<file path="config.mk">
export PLATFORM = sky130hd
export DESIGN_NAME = cpu_clk_rst_seq
export DESIGN_NICKNAME = d
export VERILOG_FILES = /design/src/rtl/cpu_clk_rst_seq.sv
export SDC_FILE = /design/constraint.sdc
export NUM_CORES = 1
export LEC_CHECK = 0
export BUFFER_PORTS_ARGS = -buffer_cell sky130_fd_sc_hd__buf_2
export CORE_UTILIZATION = 39
export CTS_CLUSTER_DIAMETER = 120
export DETAILED_ROUTE_END_ITERATION = 6
export PLACE_DENSITY = 0.55
export SYNTH_ARGS = -nofsm -noshare
export SYNTH_HDL_FRONTEND = slang
export SYNTH_SLANG_ARGS = --single-unit
</file>
<file path="constraint.sdc">
create_clock -name fpga_clk -period 2.77 [get_ports fpga_clk]
set_input_delay 0 -clock fpga_clk [delete_from_list [all_inputs] [get_ports fpga_clk]]
set_output_delay 0 -clock fpga_clk [all_outputs]
set_load 0.05 [all_outputs]
</file>
<file path="src/rtl/cpu_clk_rst_seq.sv">
// CPU clock/reset bring-up sequencer on the free-running board clock.
// Filters PLL lock, opens the CPU clock gate, then releases the CPU reset.
module cpu_clk_rst_seq #(
    parameter int LOCK_STABLE_CYCLES = 16,
    parameter int RST_HOLD_CYCLES    = 8,
    parameter int CNT_W              = 8
) (
    input  logic       fpga_clk,
    input  logic       rst_n,
    input  logic       clk_lock,
    input  logic       soft_rst,
    output logic       clk_en,
    output logic       cpu_rst_n,
    output logic       seq_ready,
    output logic [1:0] seq_state,
    output logic [7:0] lock_loss_cnt
);

    typedef enum logic [1:0] {
        ST_WAIT = 2'd0,
        ST_HOLD = 2'd1,
        ST_RUN  = 2'd2
    } state_t;

    localparam logic [CNT_W-1:0] LOCK_LAST = CNT_W'(LOCK_STABLE_CYCLES - 1);
    localparam logic [CNT_W-1:0] HOLD_LAST = CNT_W'(RST_HOLD_CYCLES - 1);

    logic             r_sync1;
    logic             r_lock_s;
    state_t           r_state;
    logic [CNT_W-1:0] r_cnt;
    logic             r_clk_en;
    logic             r_cpu_rst_n;
    logic             r_seq_ready;
    logic [7:0]       r_loss_cnt;

    // clk_lock comes from the PLL domain; two flops before any decision uses it.
    always_ff @(posedge fpga_clk or negedge rst_n) begin
        if (!rst_n) begin
            r_sync1  <= 1'b0;
            r_lock_s <= 1'b0;
        end else begin
            r_sync1  <= clk_lock;
            r_lock_s <= r_sync1;
        end
    end

    always_ff @(posedge fpga_clk or negedge rst_n) begin
        if (!rst_n) begin
            r_state     <= ST_WAIT;
            r_cnt       <= '0;
            r_clk_en    <= 1'b0;
            r_cpu_rst_n <= 1'b0;
            r_seq_ready <= 1'b0;
            r_loss_cnt  <= 8'd0;
        end else begin
            case (r_state)
                ST_WAIT: begin
                    if (!r_lock_s) begin
                        r_cnt <= '0;
                    end else if (r_cnt == LOCK_LAST) begin
                        r_state  <= ST_HOLD;
                        r_cnt    <= '0;
                        r_clk_en <= 1'b1;
                    end else begin
                        r_cnt <= r_cnt + 1'b1;
                    end
                end
                ST_HOLD: begin
                    // Losing lock before RUN is not counted as a lock-loss event.
                    if (!r_lock_s) begin
                        r_state  <= ST_WAIT;
                        r_cnt    <= '0;
                        r_clk_en <= 1'b0;
                    end else if (r_cnt == HOLD_LAST) begin
                        r_state     <= ST_RUN;
                        r_cnt       <= '0;
                        r_cpu_rst_n <= 1'b1;
                        r_seq_ready <= 1'b1;
                    end else begin
                        r_cnt <= r_cnt + 1'b1;
                    end
                end
                ST_RUN: begin
                    // Lock loss takes priority over a coincident soft reset.
                    if (!r_lock_s) begin
                        r_state     <= ST_WAIT;
                        r_cnt       <= '0;
                        r_clk_en    <= 1'b0;
                        r_cpu_rst_n <= 1'b0;
                        r_seq_ready <= 1'b0;
                        if (r_loss_cnt != 8'hFF) begin
                            r_loss_cnt <= r_loss_cnt + 8'd1;
                        end
                    end else if (soft_rst) begin
                        r_state     <= ST_HOLD;
                        r_cnt       <= '0;
                        r_cpu_rst_n <= 1'b0;
                        r_seq_ready <= 1'b0;
                    end
                end
                default: begin
                    r_state     <= ST_WAIT;
                    r_cnt       <= '0;
                    r_clk_en    <= 1'b0;
                    r_cpu_rst_n <= 1'b0;
                    r_seq_ready <= 1'b0;
                end
            endcase
        end
    end

    assign clk_en        = r_clk_en;
    assign cpu_rst_n     = r_cpu_rst_n;
    assign seq_ready     = r_seq_ready;
    assign seq_state     = r_state;
    assign lock_loss_cnt = r_loss_cnt;

endmodule

</file>
==> summary by stage, run 1 <==
Status
The run finished, with violations left. The checks that failed: design-rule violations.

Hold path
The path class of the tightest hold or removal check is in -> async.

Worst setup path
The destination of the worst register-to-register timing path is r_cnt[6]$_DFFE_PN0N_. The worst setup slack for register-to-register paths is 0.57 ns. The signal on the critical path passes through inv_1, ha_1, o21ai_0, a41oi_1, nand2b_1, o311ai_0. The critical path in this run is classified as reg -> reg. The maximum net fanout on the critical path is 10. The arrival time of data at the critical path endpoint is roughly 2.4 ns. The worst setup path is captured at a flop. The number of buffers and inverters on the critical path is 1. The startpoint identified for the worst register-to-register timing path is seq_state[0]$_DFFE_PN0P_.

The largest single stage delay on the critical path is approximately 0.45 ns. Grouping stages by cell kind, the critical path spends the most delay in compound AO/OA/AOI/OAI gates. The slowest cell on the critical path is sky130_fd_sc_hd__dfrtp_1. The data required time of the critical path is 2.99 ns. The kind of start point of the critical path is a flop. Counting cells, the worst reg-to-reg path comes to 6.

Yosys
The post-synthesis net count is 130. The number of warnings printed during yosys synthesis is 0. The post-synthesis instance area is around 0.0012 mm^2. The sequential cell area fraction in the yosys report is between 40% and 50%. A synthesized cell averages about 10 um^2.

The area share of the leading cell type in the synthesized netlist is a little under half. sky130_fd_sc_hd__dfrtp_1 takes more of the synthesized area than any other cell. The count of state elements after synthesis is 22. The number of distinct library cells after synthesis is 40. The synthesized netlist cell count is 120. By area the synthesized netlist is led by sky130_fd_sc_hd__dfrtp_1 (45%), sky130_fd_sc_hd__ha_1 (6.2%), sky130_fd_sc_hd__nand2_1 (4.6%).

Timing
In the post-route analysis, the smallest setup slack over all paths is around 0.57 ns. The tightest slew margin relative to the limit is 61.4%. The number of hold violations in the final report was 0. The setup-violating endpoint count in the final report is 0. The slew of the pin with the lowest slew margin is 0.578 ns. The post-layout minimum cycle time is between 2 and 2.5 ns. The number of pins exceeding their max-slew limit in the final report is 0.

Clock skew on the completed layout was measured at around 0.012 ns. Setup repair after global routing left no endpoint under its margin. In the final timing run, aggregate negative setup slack is 0 ns. The portion of the clock cycle consumed by the worst path in the final layout is between 70% and 80%.

The highest attainable clock frequency is ~0.46 GHz.

Place
The count of buffers added on input and output ports is 16. Summed over all nets, the half-perimeter wirelength after detailed placement is roughly 1.5 mm. The setup slack at placement is about 0.61 ns. The placer congestion estimate is 0.780. Counting tap cells, the placed design contains a total of 160 instances.

Route
The final wirelength is 2.26 mm. The routed length per instance is between 10 and 15 um. The via total after detailed routing is slightly above 900. The number of DRC violations after detailed-routing iteration 0 is between 40 and 50. The number of detailed-routing iterations run before antenna repair is 6. After detailed routing, the number of remaining DRC violations is 3. Dividing the detail-routed via count by the number of cells gives around 5.6.

The post-detailed-route count of antenna-violating nets is 0.

GRT
The first global-routing pass estimated ~3.7 mm of wire. The final global-route overflow total is 0. Across every metal layer, demand over resource in global routing totals 14.5%. Entering global routing, the biggest net connects 23 pins. The initial antenna violation count is 0. The via count of the first global-routing pass is 780.

Pwr
The peak ir drop on the vdd network is around 220 uV. The cell-internal power is 0.000568 W. The net switching power figure is between 0.0002 and 0.0003 W.

The share of total power dissipated in the clock network is between 30% and 40%. The total power per unit cell area is 627 mW/mm^2. The share of total power consumed by net switching is approximately 33%. The sequential fraction of design power is between 40% and 50%. The leakage power total is approximately 0.62 nW. The fraction of power consumed by combinational cells is between 20% and 30%.

Finish
The total of fill cells in the finished design is ~290. The combined flip-flop and latch cell area is about 550 um^2. From synthesis to final layout, the design area changed by 10.7%. For this run, the number of standard cells in the final layout without fillers is ~170. The final layout contains ~150 nets. Of the cells placed in the final design, the portion with a size suffix greater than 1 is between 10% and 20%. The number of antenna diodes in the final layout is 0. The multi-input gate area in the final layout is 596 um^2.

Clocking
The CTS H-tree depth is 1. The library cell used as clock root buffer is sky130_fd_sc_hd__clkbuf_4. Counting the buffers created by CTS gives 3. The total clock sinks is 22. In this run, post-CTS repair resized a total of 0 instances. The number of buffers inserted by post-CTS setup repair is 0. The hold-fix buffer count after cts is 2. The clock latency reported for the late side of the worst-skew pair is 0.32 ns. The clock transition time at the flip-flop clock pins of the worst setup and hold paths is approximately 0.14 ns. No sink is reached through more buffers than the 2 on the longest clock path. TritonCTS built the clock tree.

Floorplan
The starting density of the core is between 40% and 50%. The total die area is ~0.0034 mm^2. The die is roughly 58 um tall. The top-level I/O count is 17. The placeable core region is 0.00285 mm^2. The total number of placement rows is 19. The die width is 57.9 um.

Run
The tool flagged a number of max-cap violations equal to 0.
==> Yosys cell counts (all sizes together) <==
cell and count:
dfrtp 22, nand2 15, o21ai 10, nand3 7
ha 6, nor2 6, xnor2 6, buf 5
a21oi 4, nand4 4, inv 3, nor4 3
a22o 2, a41oi 2, and3 2, clkbuf 2
mux2 2, nand2b 2, o311ai 2, or4 2
a22oi 1, a311oi 1, a31o 1, and3b 1
and4 1, mux2i 1, nand3b 1, nand4bb 1
nor3 1, o21a 1, o31ai 1, or4b 1
xor2 1
==> through the flow <==
stage | power (W) | instance area, um^2 | hold slack (ns) | utilization [%]
after floorplan | 0.000559 | 1220 | -0.296 | -
after global placement | 0.000589 | 1280 | -0.00241 | 44.7
after detailed placement | 0.000593 | 1280 | -0.00380 | 44.7
after CTS | 0.000848 | 1350 | 0.175 | 47.3
after global routing | 0.000899 | 1350 | 0.201 | 47.3
final | 0.000846 | 1350 | 0.147 | 47.3
==> layer usage <==
layer	vias up	part of all wire, %	track usage (%)
met1	438	54	22.9
li1	469	-	-
met5	-	0	0
met4	0	1.0	5.10
met2	22	42	19.7
met3	4	3.6	2.68
==> cell families after synthesis <==
| kind of cell | after synthesis | synth area share [%] |
|---|---|---|
| xor gates and xnor gates | 7 | 5.03 |
| adders and majority gates | 6 | 6.16 |
| buffers and inverters | 10 | 5.95 |
| AOI/OAI and AO/OA | 25 | 14.3 |
| and+or+nand+nor | 47 | 20.7 |
| muxes | 3 | 2.67 |
| DFF | 22 | 45.2 |
==> state kept, by name, indices dropped and copies added, names as in the netlist <==
register       count
seq_state          2
lock_loss_cnt      8
seq_ready          1
r_cnt              8
r_lock_s           1
clk_en             1
r_sync1            1
==> worst max-delay path by stage <==
stage,start,end,slack [ns],cells past startpoint
6_report,seq_state[0]$_DFFE_PN0P_,r_cnt[6]$_DFFE_PN0N_,0.57,6
5_1_grt,seq_state[1]$_DFFE_PN0P_,r_cnt[3]$_DFFE_PN0N_,0.32,6
4_1_cts,seq_state[0]$_DFFE_PN0P_,r_cnt[3]$_DFFE_PN0N_,0.57,6
3_5_place_dp,seq_state[0]$_DFFE_PN0P_,r_cnt[3]$_DFFE_PN0N_,0.61,6
3_3_place_gp,seq_state[0]$_DFFE_PN0P_,r_cnt[6]$_DFFE_PN0N_,0.76,6
2_1_floorplan,seq_state[0]$_DFFE_PN0P_,r_cnt[2]$_DFFE_PN0N_,0.71,6
==> cell type report <==
| type | count | area share (%) |
|---|---|---|
| flip-flops and latches | 22 | 40.8 |
| multi-input cells | 88 | 44.2 |
| inverters | 3 | 0.835 |
| clock buffers | 3 | 1.67 |
| clock inverters | 1 | 2.23 |
| well taps | 31 | 2.88 |
| repair buffers | 18 | 7.42 |
==> layout by cell type, fill, tap and decap left out, types with 2 or more instances in the layout <==
cell type / Yosys / routed
sky130_fd_sc_hd__dfrtp_1: 22 / 22
sky130_fd_sc_hd__buf_2: 0 / 16
sky130_fd_sc_hd__nand2_1: 15 / 15
sky130_fd_sc_hd__o21ai_0: 8 / 8
sky130_fd_sc_hd__nand3_1: 7 / 7
sky130_fd_sc_hd__xnor2_1: 6 / 6
sky130_fd_sc_hd__nor2_1: 6 / 6
sky130_fd_sc_hd__ha_1: 6 / 6
sky130_fd_sc_hd__nand4_1: 4 / 4
sky130_fd_sc_hd__a21oi_1: 4 / 4
sky130_fd_sc_hd__inv_1: 3 / 3
sky130_fd_sc_hd__nor4_1: 3 / 3
sky130_fd_sc_hd__clkbuf_4: 0 / 3
sky130_fd_sc_hd__a22o_1: 2 / 2
sky130_fd_sc_hd__nand2b_1: 2 / 2
sky130_fd_sc_hd__and3_1: 2 / 2
sky130_fd_sc_hd__o311ai_0: 2 / 2
sky130_fd_sc_hd__dlygate4sd3_1: 0 / 2
==> power by group through the flow <==
| stage | logic, W | registers [W] | clock network [W] |
|---|---|---|---|
| 2_1_floorplan | 0.000156 | 0.000403 | 0 |
| 3_3_place_gp | 0.000214 | 0.000375 | 0 |
| 3_5_place_dp | 0.000216 | 0.000378 | 0 |
| 4_1_cts | 0.000220 | 0.000371 | 0.000258 |
| 5_1_grt | 0.000247 | 0.000376 | 0.000277 |
| 6_report | 0.000218 | 0.000371 | 0.000256 |
==> worst reg2reg max path: cells and delay by family (launching register included) <==
kind                       cells  cell delay, ns
AOI/OAI and AO/OA              3            0.98
adders and majority gates      1            0.36
buffers and inverters          1            0.10
DFF                            1            0.45
and+or+nand+nor                1            0.20
(Power assumes the default switching activity.)
==> inputs of run 2 (changes only) <==
--- a/config.mk
+++ b/config.mk
@@ -5,11 +5,12 @@
 export SDC_FILE = /design/constraint.sdc
 export NUM_CORES = 1
 export LEC_CHECK = 0
+export ABC_AREA = 1
 export BUFFER_PORTS_ARGS = -buffer_cell sky130_fd_sc_hd__buf_2
 export CORE_UTILIZATION = 39
 export CTS_CLUSTER_DIAMETER = 120
 export DETAILED_ROUTE_END_ITERATION = 6
-export PLACE_DENSITY = 0.55
+export PLACE_DENSITY = 0.54
 export SYNTH_ARGS = -nofsm -noshare
 export SYNTH_HDL_FRONTEND = slang
 export SYNTH_SLANG_ARGS = --single-unit
==> constraint.sdc (replaced) <==
create_clock -name fpga_clk -period 2.1 [get_ports fpga_clk]
set_input_delay 0 -clock fpga_clk [delete_from_list [all_inputs] [get_ports fpga_clk]]
set_output_delay 0 -clock fpga_clk [all_outputs]
set_load 0.05 [all_outputs]
==> run 2 against run 1 <==
- the run now ends clean
- sequential share of layout area fell by 4.9 points
- combinational power rose by 46%
- sequential power rose by 36%
- synthesized cell count increased by 38%
==> summary by stage, run 2 <==
Worst setup path
The arrival time of data at the critical path endpoint is 1.70 ns (-0.71 ns). The kind of start point of the critical path is a flop. The slowest cell on the critical path is sky130_fd_sc_hd__dfrtp_1.

The data required time of the critical path is 2.29 ns (-0.70 ns). Traced cell by cell, the critical path runs through inv_1, ha_1, inv_1, nor2_1, a21boi_2, o21ai_0. The setup path with the least slack is of type reg -> reg. The combined buffer and inverter count along the critical path is 2 (+1). STA classifies the critical path endpoint as a flop. The critical path's top delay family is flip-flops. By instance count, the cell type seen most on the critical path is sky130_fd_sc_hd__inv_1. The maximum net fanout on the critical path came to 6 (-4).

The critical path's largest stage delay is 0.44 ns (about the same).

Floorplan
The total die area is 0.00374 mm^2 (+12%). The placeable core region was 0.00334 mm^2 (+17%). The die width was 61.2 um (+5.6%). The total number of placement rows is 21 (+2). The vertical extent of the die is 61.2 um (+5.6%).

The top-level I/O count is 17 (unchanged). The starting density of the core is 40.9% (-1.8 points).

Finish
The layout cell share with drive strength beyond 1 came to 22.8% (+3.6 points). In the layout the commonest cells are sky130_fd_sc_hd__nand2_1 (44), sky130_fd_sc_hd__dfrtp_1 (22), sky130_fd_sc_hd__inv_1 (18), sky130_fd_sc_hd__buf_2 (16), sky130_fd_sc_hd__nor2_1 (13). The area overhead of the layout relative to synthesis is 12.3%. The total of fill cells in the finished design is 334 (+16%).

The most common cell after layout, fill and taps aside is sky130_fd_sc_hd__nand2_1. The layout net count is 195 (+34%). The number of antenna diodes is 0 (unchanged). The final core utilization is 45.9% (-1.3 points).

Route
The number of DRC violations after detailed-routing iteration 0 is 62 (+27%). The DRC violations left is 0 (-3). The final wirelength was 2.52 mm (+12%). The number of detailed-routing iterations run before antenna repair is 4 (-2).

The routed length per instance was 11.0 um (-19%). The mean number of vias per cell came to 4.74 (-16%). The post-detailed-route count of antenna-violating nets is 0 (unchanged). The via total after detailed routing came to 1,090 (+17%).

Pwr
The cell-internal power was 0.000680 W (+20%). The peak ir drop on the vdd network is 363 uV (+64%). The net switching power figure is 0.000375 W (+35%).

The share of total power consumed by net switching came to 35.6% (+2.7 points). The fraction of power consumed by combinational cells is 30.2% (+4.4 points). The power share of the clock group was 22.1% (-8.2 points).

The sequential fraction of design power is 47.7% (+3.8 points). The leakage power total came to 0.775 nW (+25%). The total power per unit cell area is 688 mW/mm^2 (+9.8%).

Clocking
The CTS H-tree depth is 1 (unchanged). The clock latency reported for the late side of the worst-skew pair is 0.30 ns (-0.02 ns). The CTS tree is done. The post-cts sizing count was 0 (unchanged). The total clock buffers created by CTS is 3 (unchanged). The clock transition time at the flip-flop clock pins of the worst setup and hold paths was 0.12 ns (-0.02 ns). The total clock sinks is 22 (unchanged). The maximum count of clock buffers along a single path is 2 (unchanged). Clock tree synthesis selected as its root buffer the cell sky130_fd_sc_hd__clkbuf_4. The number of buffers inserted by post-CTS setup repair is 0 (unchanged).

GRT
The peak-usage layer in the global routing report is met2. The met2 track demand over resource is 27.6% (+7.9 points). The global-route wire length before repair came to 4.42 mm (+18%). The initial antenna violation count is 0 (unchanged). The met3 layer usage reported by global route is 1.89% (-0.79 points).

The final global-route overflow total was 0 (unchanged). The global routing met1 resource utilization is 20.6% (-2.3 points). The global router's overall resource usage was 16.0% (+1.5 points). The maximum number of pins on one net before global-route repair was 23 (unchanged).

The via count of the first global-routing pass is 1,045 (+34%).

Yosys
The number of warnings printed during yosys synthesis was 0 (unchanged). The sequential cell area fraction in the yosys report is 40.3% (-4.8 points). The post-synthesis instance area is 0.00137 mm^2 (+12%). The biggest area contributor in the post-synthesis netlist is sky130_fd_sc_hd__dfrtp_1.

The count of state elements after synthesis was 22 (unchanged). The commonest cells after synthesis are sky130_fd_sc_hd__nand2_1 (44), sky130_fd_sc_hd__dfrtp_1 (22), sky130_fd_sc_hd__inv_1 (18). The number of distinct library cells after synthesis was 30 (-25%). The area share of the leading cell type in the synthesized netlist came to 40.3% (-4.8 points). In the synthesized netlist the dominant register cell turns out to be sky130_fd_sc_hd__dfrtp_1.

The synthesized netlist cell count is 165 (+38%). In the post-synthesis netlist, the cell with the most instances is sky130_fd_sc_hd__nand2_1. In the post-synthesis netlist, the biggest area contributors are sky130_fd_sc_hd__dfrtp_1 (40%), sky130_fd_sc_hd__nand2_1 (12%), sky130_fd_sc_hd__ha_1 (5.5%). The async set or reset register ratio after synthesis is 100% (unchanged). The post-synthesis net count is 175 (+35%). The average cell area after synthesis was 8.27 um^2 (-19%). The count of flip-flops with a built-in enable after synthesis is 0 (unchanged).

Hold path
The min-delay analysis places its worst path in the category in -> reg.

Status
The run finished with clean final reports.

Timing
Setup repair after global routing left no endpoint under its margin. The highest attainable clock frequency came to 0.664 GHz (+46%). The post-layout minimum cycle time was 1.51 ns (-0.693 ns). The maximum clock skew at final layout came to 0.000792 ns (-0.0109 ns).

The number of hold violations in the final report is 0 (unchanged). The tightest slew margin relative to the limit came to 67.2% (+5.8 points). The setup-violating endpoint count in the final report is 0 (unchanged). The number of pins exceeding their max-slew limit in the final report is 0 (unchanged). The slew of the pin with the lowest slew margin is 0.492 ns (-0.0868 ns). The portion of the clock cycle consumed by the worst path in the final layout was 71.7% (-7.7 points). The post-route setup TNS is 0 ns (unchanged).

Place
The placer congestion estimate is 0.818 (+4.9%). The number of buffers inserted by port buffering is 16 (unchanged). The HPWL after detailed placement was 1.91 mm (+24%).

Run
The number of maximum-capacitance violations is 0 (unchanged).
==> run 2: cell count changes in the layout (fill, tap and decap cells not counted), moves of 3 or more <==
| cell | change |
|---|---|
| sky130_fd_sc_hd__nand2_1 | +29 |
| sky130_fd_sc_hd__inv_1 | +15 |
| sky130_fd_sc_hd__nor2_1 | +7 |
| sky130_fd_sc_hd__o21ai_0 | -5 |
| sky130_fd_sc_hd__nand3_2 | +4 |
| sky130_fd_sc_hd__inv_2 | +3 |
| sky130_fd_sc_hd__nand2_2 | +3 |
| sky130_fd_sc_hd__nor4_1 | -3 |
==> run 2: routing by layer <==
metal,up-vias,part of all wire (%)
met5,-,0
met4,0,0.75
met3,2,3.1
met2,14,48
met1,511,48
li1,563,-
==> run 2: final timing paths <==
kind	start	to	slack (ns)	cells after the start
worst max-delay path	seq_state[0]$_DFFE_PN0P_	lock_loss_cnt[4]$_DFFE_PN0P_	0.59	6
worst min-delay path	soft_rst	r_cnt[7]$_DFFE_PN0N_	0.02	4
worst max register to register	seq_state[0]$_DFFE_PN0P_	lock_loss_cnt[4]$_DFFE_PN0P_	0.59	6
worst min register to register	r_sync1$_DFF_PN0_	r_lock_s$_DFF_PN0_	0.37	0
max in group asynchronous	rst_n	lock_loss_cnt[3]$_DFFE_PN0P_	1.59	2
min in group asynchronous	rst_n	r_cnt[1]$_DFFE_PN0N_	0.18	2
==> run 2: cell type report <==
class                   count  area, um^2  share of cell area [%]
clock buffers               4        36.3                    2.37
inverters                  23        86.3                    5.63
multi-input cells         117         702                    45.8
flip-flops and latches     22         551                    35.9
well taps                  46        57.6                    3.76
repair buffers             18         100                    6.53
==> run 2: power by group through the flow <==
stage / combinational [W] / clock [W] / sequential (W)
floorplan: 0.000213 / 0 / 0.000540
global placement: 0.000315 / 0 / 0.000512
detailed placement: 0.000314 / 0 / 0.000512
CTS: 0.000319 / 0.000244 / 0.000504
global route: 0.000359 / 0.000261 / 0.000511
finish: 0.000319 / 0.000233 / 0.000504
==> run 2: repair_timing <==
action                                 CTS  global route
hold buffers                             2             0
setup endpoints to repair                0             0
endpoints found under the hold margin   23             0
==> run 2: logic make-up (layout without fill, tap and decap cells) <==
| family | count (synthesis) | count (layout) | synth area share [%] |
|---|---|---|---|
| compound gates | 17 | 17 | 8.62 |
| xor+xnor | 7 | 7 | 4.49 |
| fa+ha+maj | 6 | 6 | 5.50 |
| buf+inv | 26 | 45 | 8.25 |
| flops | 22 | 22 | 40.3 |
| simple gates | 87 | 87 | 32.8 |
==> run 2: stage by stage <==
stage	std cells	worst slack [ns]	instance area [um^2]	hold slack [ns]	total power, W
final	230	0.595	1530	0.0191	0.00106
after CTS	230	0.593	1530	0.0112	0.00107
after global placement	224	0.644	1480	-0.00165	0.000826
after floorplan	165	0.422	1370	-0.296	0.000753
after detailed placement	224	0.598	1480	-0.00108	0.000826
after global routing	230	0.371	1530	0.0180	0.00113
==> run 2: worst register-to-register path, cell delays in order, from the launching register on <==
cell                       delay [ns]
sky130_fd_sc_hd__dfrtp_1         0.44
sky130_fd_sc_hd__inv_1           0.10
sky130_fd_sc_hd__ha_1            0.23
sky130_fd_sc_hd__inv_1           0.06
sky130_fd_sc_hd__nor2_1          0.15
sky130_fd_sc_hd__a21boi_2        0.30
sky130_fd_sc_hd__o21ai_0         0.11
==> inputs of run 3 (changes only) <==
==> constraint.sdc (replaced) <==
create_clock -name fpga_clk -period 1.42 [get_ports fpga_clk]
set_input_delay 0 -clock fpga_clk [delete_from_list [all_inputs] [get_ports fpga_clk]]
set_output_delay 0 -clock fpga_clk [all_outputs]
set_load 0.05 [all_outputs]
==> run 3 against run 2 <==
- power is 63% higher
- utilization is 5.4 points higher
- sequential share of layout area is 3.5 points lower
- fmax is 9.2% higher
- clock skew is 0.00055 ns higher
- non-clock buffer count is 10 higher
- flip-flop and latch count stayed put
- global-route usage is 0.27 points higher
- critical path type unchanged
==> summary by stage, run 3 (synthesis results as in run 2) <==
Pwr
The peak ir drop on the vdd network was 449 uV (+24%). The total power per unit cell area came to 1000 mW/mm^2 (+46%). The leakage power total is 0.841 nW (+8.4%).

Place
The number of buffers inserted by port buffering is 16 (unchanged). The HPWL after detailed placement came to 2.02 mm (+6.1%). The setup slack at placement was -0.0139 ns (-0.612 ns). The placer congestion estimate is 0.780 (-4.7%).

Route
The number of DRC violations after detailed-routing iteration 0 was 90 (+45%). The final wirelength is 2.71 mm (+7.6%). The mean number of vias per cell is 4.76 (+0.49%).

The via total after detailed routing is 1,143 (+4.9%). The routed length per instance came to 11.3 um (+3.1%). The DRC violations left is 0 (unchanged). The post-detailed-route count of antenna-violating nets is 0 (unchanged). The number of detailed-routing iterations run before antenna repair is 4 (unchanged).

Timing
The post-route worst setup slack was 0.0416 ns (-0.553 ns). The number of hold violations in the final report is 0 (unchanged). The slew of the pin with the lowest slew margin was 0.496 ns (+0.00422 ns).

Setup repair after global routing could not meet its margin everywhere. The highest attainable clock frequency is 0.725 GHz (+9.2%). The post-layout minimum cycle time is 1.38 ns (-0.127 ns). The maximum clock skew at final layout came to 0.00134 ns (+0.000547 ns). The setup-violating endpoint count in the final report is 0 (unchanged).

The tightest slew margin relative to the limit is 66.9% (-0.28 points). The portion of the clock cycle consumed by the worst path in the final layout was 97.1% (+25 points). The post-route setup TNS was 0 ns (unchanged). The worst-case hold slack is 0.0274 ns (+0.00830 ns). The number of pins exceeding their max-slew limit in the final report was 0 (unchanged).

GRT
The final global-route overflow total is 0 (unchanged). The maximum number of pins on one net before global-route repair is 23 (unchanged). The via count of the first global-routing pass was 1,062 (+1.6%). The initial antenna violation count is 0 (unchanged).

The global-route wire length before repair is 4.53 mm (+2.5%). The global router's overall resource usage is 16.3% (+0.27 points).

Finish
The multi-input gate area in the final layout is 801 um^2 (+14%). The combined flip-flop and latch cell area is 556 um^2 (+0.91%). The library cell used most frequently in the layout, excluding fill and tap cells, is sky130_fd_sc_hd__nand2_1. The total of fill cells in the finished design is 341 (+2.1%). The layout net count is 205 (+5.1%). The layout cell share with drive strength beyond 1 is 37.6% (+15 points). The number of antenna diodes is 0 (unchanged). The area overhead of the layout relative to synthesis is 25.5%. In the layout the commonest cells are sky130_fd_sc_hd__nand2_1 (42), sky130_fd_sc_hd__dfrtp_1 (18), sky130_fd_sc_hd__buf_2 (16), sky130_fd_sc_hd__inv_1 (12).

Clocking
TritonCTS built the clock tree. The total clock sinks is 22 (unchanged). In this run the clock root is driven by a sky130_fd_sc_hd__clkbuf_4.

The maximum count of clock buffers along a single path came to 2 (unchanged). The clock latency reported for the late side of the worst-skew pair is 0.30 ns (about the same). The CTS H-tree depth came to 1 (unchanged). The clock transition time at the flip-flop clock pins of the worst setup and hold paths is 0.13 ns (about the same). The total clock buffers created by CTS is 3 (unchanged).

Worst setup path
The critical path's largest stage delay came to 0.46 ns (+0.02 ns). The worst setup path is launched from a flop. The critical path's top delay family is flip-flops. The combined buffer and inverter count along the critical path is 2 (unchanged). Traced cell by cell, the critical path runs through inv_4, ha_4, nand2_4, nor2_8, clkinv_4, a21oi_1, a21oi_1.

The arrival time of data at the critical path endpoint is 1.58 ns (-0.12 ns). The kind of end point of the critical path is a flop. The maximum net fanout on the critical path is 8 (+2). The data required time of the critical path came to 1.62 ns (-0.67 ns). The most frequent cell on the critical path is sky130_fd_sc_hd__a21oi_1. The slowest cell on the critical path is sky130_fd_sc_hd__dfrtp_2. The critical path in this run is classified as reg -> reg.

Floorplan
The top-level I/O count is 17 (unchanged). The placeable core region is 0.00334 mm^2 (unchanged). The starting density of the core is 40.9% (unchanged). The die width is 61.2 um (unchanged). The total die area is 0.00374 mm^2 (unchanged). The vertical extent of the die was 61.2 um (unchanged). The total number of placement rows is 21 (unchanged).

Hold path
The worst hold path belongs to the class in -> reg.

Run
The number of maximum-capacitance violations is 0 (unchanged).

Status
The run finished with clean final reports.
==> run 3: cell count changes in the layout (fill, tap and decap cells not counted), moves of 3 or more <==
| cell | before | now |
|---|---|---|
| sky130_fd_sc_hd__ha_4 | 0 | 3 |
| sky130_fd_sc_hd__inv_1 | 18 | 12 |
| sky130_fd_sc_hd__ha_1 | 6 | 2 |
| sky130_fd_sc_hd__inv_2 | 3 | 9 |
| sky130_fd_sc_hd__buf_4 | 0 | 9 |
| sky130_fd_sc_hd__dfrtp_2 | 0 | 4 |
| sky130_fd_sc_hd__nor2_1 | 13 | 9 |
| sky130_fd_sc_hd__dfrtp_1 | 22 | 18 |
==> run 3: path summary, 6_finish.rpt <==
kind,from,end,slack (ns),depth (start not counted)
max,seq_state[0]$_DFFE_PN0P_,r_cnt[2]$_DFFE_PN0N_,0.04,7
min,soft_rst,r_cnt[7]$_DFFE_PN0N_,0.03,4
max reg2reg,seq_state[0]$_DFFE_PN0P_,r_cnt[2]$_DFFE_PN0N_,0.04,7
min reg2reg,r_sync1$_DFF_PN0_,r_lock_s$_DFF_PN0_,0.36,0
max in group asynchronous,rst_n,lock_loss_cnt[0]$_DFFE_PN0P_,0.88,2
min in group asynchronous,rst_n,r_cnt[0]$_DFFE_PN0N_,0.17,2
==> run 3: through the flow <==
step / instances / area [um^2] / util [%] / total power [W]
floorplan: 165 / 1380 / - / 0.00112
global placement: 229 / 1520 / 45.7 / 0.00129
detailed placement: 229 / 1520 / 45.7 / 0.00130
CTS: 236 / 1590 / 47.7 / 0.00161
global route: 240 / 1710 / 51.3 / 0.00185
finish: 240 / 1710 / 51.3 / 0.00172
==> run 3: worst min-delay path: cells and delay by family <==
kind                   cells  cell delay, ns
buffers and inverters      1            0.13
and+or+nand+nor            3            0.17
==> run 3: timing repair <==
action,4_1_cts,5_1_grt
endpoints found under the hold margin,23,0
resized for setup,3,28
pin swaps,1,12
hold buffers,2,0
setup buffers,1,4
endpoints found under the setup margin,5,18
==> run 3: cell type report <==
class	instances	share of cell area (%)
multi-input cells	117	46.7
flip-flops and latches	22	32.4
repair buffers	28	10.4
inverters	23	5.48
well taps	46	3.36
clock buffers	4	1.53
==> run 3: metal layers <==
| metal | vias up | global-route usage, % | share of wire, % |
|---|---|---|---|
| li1 | 585 | - | - |
| met1 | 545 | 20.5 | 46 |
| met2 | 11 | 29.2 | 51 |
| met3 | 2 | 1.89 | 1.9 |
| met4 | 0 | 4.87 | 0.70 |
| met5 | - | 0 | 0 |
==> run 3: power breakdown <==
| part | internal, W | switching [W] |
|---|---|---|
| Sequential | 0.000681 | 0.0000632 |
| Clock | 0.000109 | 0.000193 |
| Combinational | 0.000294 | 0.000379 |
